**src/rtl/zcheck_sequencer.sv**
```systemverilog
`default_nettype none
// +--------------------------------------------------------------------------+
// | Module      : zcheck_sequencer                                           |
// | Description : Sweeps an impedance check over every (channel, scale)      |
// |               pair, scale innermost. Each step raises zcheck_start to    |
// |               both front-end chips (RHD and RHS), waits until both have  |
// |               acknowledged (busy) and both have reported done with busy  |
// |               low again, then moves to the next pair. One done pulse     |
// |               marks the end of the sweep.                                |
// | Ports       : clk, rst (sync, active-high)                               |
// |               start, abort               - sweep control                 |
// |               zcheck_start, zcheck_global_channel, zcheck_scale          |
// |                                          - step request to the chips     |
// |               rhd_busy/rhd_done, rhs_busy/rhs_done - chip handshakes     |
// |               busy, done, error          - sweep status                  |
// | Options     : define ZCHECK_TIMEOUT_EN to bound every step to            |
// |               TIMEOUT_CYCLES cycles; on expiry the sweep ends with       |
// |               error=1 and a done pulse. Without it error is tied low.    |
// | Revision    : 1.0 - initial release                                      |
// +--------------------------------------------------------------------------+
module zcheck_sequencer #(
    parameter int NUM_CHANNELS   = 32,
    parameter int NUM_SCALES     = 3,
    parameter int TIMEOUT_CYCLES = 65535
) (
    input  logic       clk,
    input  logic       rst,
    input  logic       start,
    input  logic       abort,
    output logic       zcheck_start,
    output logic [7:0] zcheck_global_channel,
    output logic [1:0] zcheck_scale,
    input  logic       rhd_busy,
    input  logic       rhd_done,
    input  logic       rhs_busy,
    input  logic       rhs_done,
    output logic       busy,
    output logic       done,
    output logic       error
);

    // Elaboration-time range checks on the configuration.
    generate
        if (NUM_CHANNELS < 1 || NUM_CHANNELS > 256) begin : g_bad_channels
            $error("zcheck_sequencer: NUM_CHANNELS must be 1..256");
        end
        if (NUM_SCALES < 1 || NUM_SCALES > 4) begin : g_bad_scales
            $error("zcheck_sequencer: NUM_SCALES must be 1..4");
        end
        if (TIMEOUT_CYCLES < 1) begin : g_bad_timeout
            $error("zcheck_sequencer: TIMEOUT_CYCLES must be >= 1");
        end
    endgenerate

    localparam logic [7:0] c_LAST_CH = 8'(NUM_CHANNELS - 1);
    localparam logic [1:0] c_LAST_SC = 2'(NUM_SCALES - 1);

    typedef enum logic [2:0] {
        S_IDLE      = 3'd0,
        S_ISSUE     = 3'd1,
        S_WAIT_DONE = 3'd2,
        S_NEXT      = 3'd3,
        S_FINISH    = 3'd4
    } state_t;

    state_t     r_state;
    logic       r_zstart;
    logic [7:0] r_channel;
    logic [1:0] r_scale;
    logic       r_busy;
    logic       r_done;
    logic       r_rhd_flag;
    logic       r_rhs_flag;

`ifdef ZCHECK_TIMEOUT_EN
    localparam int c_TMO_W = (TIMEOUT_CYCLES > 1) ? $clog2(TIMEOUT_CYCLES) : 1;
    localparam logic [c_TMO_W-1:0] c_TMO_LAST = c_TMO_W'(TIMEOUT_CYCLES - 1);

    logic [c_TMO_W-1:0] r_tmo;
    logic               r_error;
`endif

    // Sticky done flags including this cycle's done, so a done that arrives
    // in the same cycle both chips drop busy still lets the step complete.
    logic w_rhd_flag;
    logic w_rhs_flag;
    logic w_adv;

    assign w_rhd_flag = r_rhd_flag | rhd_done;
    assign w_rhs_flag = r_rhs_flag | rhs_done;
    assign w_adv      = (r_state == S_WAIT_DONE) && w_rhd_flag && w_rhs_flag &&
                        !rhd_busy && !rhs_busy;

    always_ff @(posedge clk) begin
        if (rst) begin
            r_state    <= S_IDLE;
            r_zstart   <= 1'b0;
            r_channel  <= 8'd0;
            r_scale    <= 2'd0;
            r_busy     <= 1'b0;
            r_done     <= 1'b0;
            r_rhd_flag <= 1'b0;
            r_rhs_flag <= 1'b0;
`ifdef ZCHECK_TIMEOUT_EN
            r_tmo      <= '0;
            r_error    <= 1'b0;
`endif
        end else begin
            r_done <= 1'b0;
            case (r_state)
                S_IDLE: begin
                    if (start && !abort) begin
                        r_channel  <= 8'd0;
                        r_scale    <= 2'd0;
                        r_zstart   <= 1'b1;
                        r_busy     <= 1'b1;
                        r_rhd_flag <= 1'b0;
                        r_rhs_flag <= 1'b0;
                        r_state    <= S_ISSUE;
`ifdef ZCHECK_TIMEOUT_EN
                        r_tmo      <= '0;
                        r_error    <= 1'b0;
`endif
                    end
                end

                S_ISSUE, S_WAIT_DONE: begin
                    if (abort) begin
                        r_zstart   <= 1'b0;
                        r_busy     <= 1'b0;
                        r_rhd_flag <= 1'b0;
                        r_rhs_flag <= 1'b0;
                        r_state    <= S_IDLE;
                    end else begin
                        r_rhd_flag <= w_rhd_flag;
                        r_rhs_flag <= w_rhs_flag;
                        if (r_state == S_ISSUE) begin
                            // Hold the request until both chips show busy together.
                            if (rhd_busy && rhs_busy) begin
                                r_zstart <= 1'b0;
                                r_state  <= S_WAIT_DONE;
                            end
                        end else if (w_adv) begin
                            r_rhd_flag <= 1'b0;
                            r_rhs_flag <= 1'b0;
                            r_state    <= S_NEXT;
                        end
`ifdef ZCHECK_TIMEOUT_EN
                        // Later assignments override the handshake outcome
                        // when the step budget runs out without completing.
                        if (!w_adv) begin
                            if (r_tmo == c_TMO_LAST) begin
                                r_error    <= 1'b1;
                                r_done     <= 1'b1;
                                r_zstart   <= 1'b0;
                                r_busy     <= 1'b0;
                                r_rhd_flag <= 1'b0;
                                r_rhs_flag <= 1'b0;
                                r_state    <= S_IDLE;
                            end else begin
                                r_tmo <= r_tmo + c_TMO_W'(1);
                            end
                        end
`endif
                    end
                end

                S_NEXT: begin
                    if (abort) begin
                        r_busy  <= 1'b0;
                        r_state <= S_IDLE;
                    end else if (r_channel == c_LAST_CH && r_scale == c_LAST_SC) begin
                        r_done  <= 1'b1;
                        r_state <= S_FINISH;
                    end else begin
                        if (r_scale == c_LAST_SC) begin
                            r_scale   <= 2'd0;
                            r_channel <= r_channel + 8'd1;
                        end else begin
                            r_scale <= r_scale + 2'd1;
                        end
                        r_zstart <= 1'b1;
                        r_state  <= S_ISSUE;
`ifdef ZCHECK_TIMEOUT_EN
                        r_tmo    <= '0;
`endif
                    end
                end

                S_FINISH: begin
                    // done is high for this single cycle.
                    r_busy  <= 1'b0;
                    r_state <= S_IDLE;
                end

                default: begin
                    r_zstart <= 1'b0;
                    r_busy   <= 1'b0;
                    r_state  <= S_IDLE;
                end
            endcase
        end
    end

    assign zcheck_start          = r_zstart;
    assign zcheck_global_channel = r_channel;
    assign zcheck_scale          = r_scale;
    assign busy                  = r_busy;
    assign done                  = r_done;
`ifdef ZCHECK_TIMEOUT_EN
    assign error                 = r_error;
`else
    assign error                 = 1'b0;
`endif

endmodule
`default_nettype wire
```
**config.mk**
```make
export PLATFORM = sky130hd
export DESIGN_NAME = zcheck_sequencer
export DESIGN_NICKNAME = d
export VERILOG_FILES = /design/src/rtl/zcheck_sequencer.sv
export SDC_FILE = /design/constraint.sdc
export NUM_CORES = 1
export LEC_CHECK = 0
export BUFFER_PORTS_ARGS = -buffer_cell sky130_fd_sc_hd__buf_2
export CAP_MARGIN = 10
export CORE_MARGIN = 3
export CORE_UTILIZATION = 50
export CTS_BUF_LIST = sky130_fd_sc_hd__clkbuf_8
export CTS_CLUSTER_DIAMETER = 200
export DETAILED_ROUTE_END_ITERATION = 10
export GPL_ROUTABILITY_DRIVEN = 0
export PLACE_DENSITY_LB_ADDON = 0.08
export SLEW_MARGIN = 0
export SYNTH_ARGS = -nofsm -noshare
export SYNTH_HDL_FRONTEND = slang
export SYNTH_SLANG_ARGS = --single-unit
```
**constraint.sdc**
```tcl
create_clock -name clk -period 1.8 [get_ports clk]
set_input_delay 0.09 -clock clk [delete_from_list [all_inputs] [get_ports clk]]
set_output_delay 0.09 -clock clk [all_outputs]
set_load 0.02 [all_outputs]
```
==> metrics.txt <==
GR met2 Demand/Resource a little under two fifths; min cycle time layout between 1500 and 2000 ps; vias after detailed routing around 1.1k; number of port buffers 20; setup slack on the worst flop-to-flop path between 30 and 40 ps; count of different cell masters after synthesis 45; number of enable-type register cells in the synthesized netlist 0; worst min-delay path startpoint rhd_done; launch point of the worst reg-to-reg path zcheck_scale[1]$_SDFFE_PP0P_; total chip power just over 800 uW; synthesized area between 1000 and 1500 um^2; stage delay of the slowest cell on the critical path between 500 and 600 ps; fraction of synthesis flops using an asynchronous set or reset pin 0%; primary flip-flop cell chosen by synthesis mapping dfxtp_1; slowest CP cell or4_4; final clock skew approximately 2.6 ps; drt initial violations 16; synthesized instance count between 100 and 150; final setup vio count 0; total die area roughly 2700 um^2; latest clock arrival within the worst-skew pair ~250 ps; crit start category register; Area growth syn-to-layout 30.0%; total grt overflow 0; library cell occupying the most area in the post-synthesis netlist dfxtp_1; most crowded layer after global routing met2; post-DR wirelength/cell ~15 um; clock buffers created by TritonCTS 3; horizontal die dimension roughly 52 um; worst hold-check path type in2reg; antenna fix cells 0; count of maximum capacitance violations 0; post-route non-filler standard cell count 190; mean instance size in the synthesized netlist 8.35 um^2; fmax around 0.57 GHz; FF+latch count, synth 18; number of placed I/O pins 22; clock transition at the register clock pins on the worst setup and hold paths after CTS ~70 ps; kind of critical path reg2reg; die span in y between 50 and 60 um; clock root buffer clkbuf_8; share of cells above drive strength 1 around a third; clock sink count 18; outcome completed; sink of the worst hold path r_rhd_flag$_SDFFE_PP0P_; count of buffering cells on the critical path with inverters included 0; type of destination of the critical path register; chain of cells forming the critical path or3b_4, o2bb2a_4, or4_4, a21oi_2; maximum buffer depth of the clock tree 2; endpoint arrival time on the critical path approximately 2000 ps; Setup WS post-layout approximately 35 ps; fin nets 174; PwrDens a little under 600 nW/um^2; number of warnings issued by yosys 0; Tcrit/Tclk final between 90% and 100%; Global Route Usage Sum a little over a fifth; cell depth of the worst hold path 3; Global Route met3 Usage 4.27%; total number of cells along the worst setup path 4; dpl cells around 180; final routed wirelength across all metal layers approximately 2900 um; Clock H-tree levels 1; Post-route DRC 0; depth of the most critical reg-to-reg path 4; Req. time, crit path 1980 ps; detailed placement HPWL roughly 2000 um; portion of synthesized cell area occupied by the leading cell type between 30% and 40%; wire length of the first global-routing pass ~4500 um; largest fanout on the critical path 7; row cnt 16; met1 Track Usage GR 26.8%; peak supply drop 0.299 mV; number of fill cells about 170; number of antenna violations at the first check in global routing 0; register area share after synthesis 33.7%; via count of the first global-routing pass between 1k and 1.5k; Crit path max-delay family simple AND/OR/NAND/NOR gates; Core ar. around 2000 um^2; largest net degree at the start of global routing 17; Pre-Repair DR Iteration Count 4; Post-DRT Antenna Nets 0; net count after synthesis between 100 and 150; Via-to-Cell Ratio 6.05; starting density of the core between 50% and 60%; total count of max-transition violations in the final report 0; worst hold margin 150 ps; endpoint of the lowest-slack register-to-register path zcheck_global_channel[5]$_SDFFE_PP0P_; P_leak ~0.54 nW; most area-consuming cells after synthesis dfxtp_1, a21oi_1, or4_1; count of endpoints failing hold in the final timing report 0; TritonCTS clock tree yes; Post-Place Setup Slack 19.0 ps; final core occ between 60% and 70%
[layout make-up]
type / count / area, um^2 / share of cell area [%]
timing repair buffer: 40 / 250 / 18.0
sequential: 18 / 367 / 26.4
tap: 27 / 33.8 / 2.43
multi-input combinational: 98 / 682 / 49.1
inverter: 4 / 15.0 / 1.08
clock buffer: 3 / 41.3 / 2.97
[metrics by stage]
step,setup TNS [ps],instance area (um^2)
after floorplan,0,1080
after global placement,0,1260
after detailed placement,0,1260
after CTS,0,1300
after global routing,-0.488,1390
final,0,1390
[tightest hold or removal path: cells and delay by family]
family                 cells  cell delay, ps
AOI/OAI and AO/OA          2             160
buffers and inverters      1             110
[layer usage]
layer / wire [um] / up-vias
met4: 37 / 0
met5: 0 / -
met3: 117 / 7
li1: - / 568
met2: 1460 / 27
met1: 1280 / 547
[how the worst max path moves through the flow]
stage / start / end
global placement: zcheck_scale[1]$_SDFFE_PP0P_ / zcheck_global_channel[4]$_SDFFE_PP0P_
floorplan: zcheck_scale[0]$_SDFFE_PP0P_ / zcheck_global_channel[0]$_SDFFE_PP0P_
finish: zcheck_scale[1]$_SDFFE_PP0P_ / zcheck_global_channel[5]$_SDFFE_PP0P_
global route: zcheck_scale[1]$_SDFFE_PP0P_ / zcheck_global_channel[0]$_SDFFE_PP0P_
detailed placement: zcheck_scale[1]$_SDFFE_PP0P_ / zcheck_global_channel[5]$_SDFFE_PP0P_
CTS: r_state[0]$_SDFFE_PP0P_ / zcheck_global_channel[5]$_SDFFE_PP0P_
[logic make-up after synthesis]
kind of cell / synth area share (%)
and+or+nand+nor: 31.5
AOI/OAI and AO/OA: 25.9
DFF: 33.7
buffers and inverters: 6.56
xor gates and xnor gates: 0.820
adders and majority gates: 1.17
other: 0.351
[cell usage after synthesis, drive strengths merged (2+ instances only)]
master	instances
dfxtp	18
a21oi	13
or4	9
nor2	7
o21ai	7
buf	6
o31ai	6
nand2b	5
nor3	5
inv	4
nand2	4
nand3	4
clkbuf	3
nor4	3
o211ai	3
a21o	2
a31oi	2
and4	2
nand3b	2
nand4	2
nand4b	2
[power by group]
part           switching [mW]  internal, mW
combinational          0.0745        0.0584
sequential            0.00754         0.407
clock                   0.129         0.149
total                   0.211         0.615
[repair_timing]
action / in CTS / in global routing
buffers inserted: 0 / 7
endpoints found under the setup margin: 0 / 6
endpoints found under the hold margin: 0 / 0
hold buffers: 0 / 0
resized for setup: 0 / 6
[state kept, by name, summed over array words and instances (netlist names)]
register               cells
zcheck_scale               2
r_state                    3
done                       1
zcheck_start               1
busy                       1
r_rhs_flag                 1
zcheck_global_channel      8
r_rhd_flag                 1
[placed cells by master, fill, tap and decap left out, drive strengths merged, types with 4 or more instances in the layout]
cell,n
buf,40
nand2b,5
o21ai,7
dfxtp,18
or4,9
nor2,7
nor3,5
a21oi,13
inv,4
o31ai,6
nand2,4
nand3,4
Power figures use the tool's default switching activity.
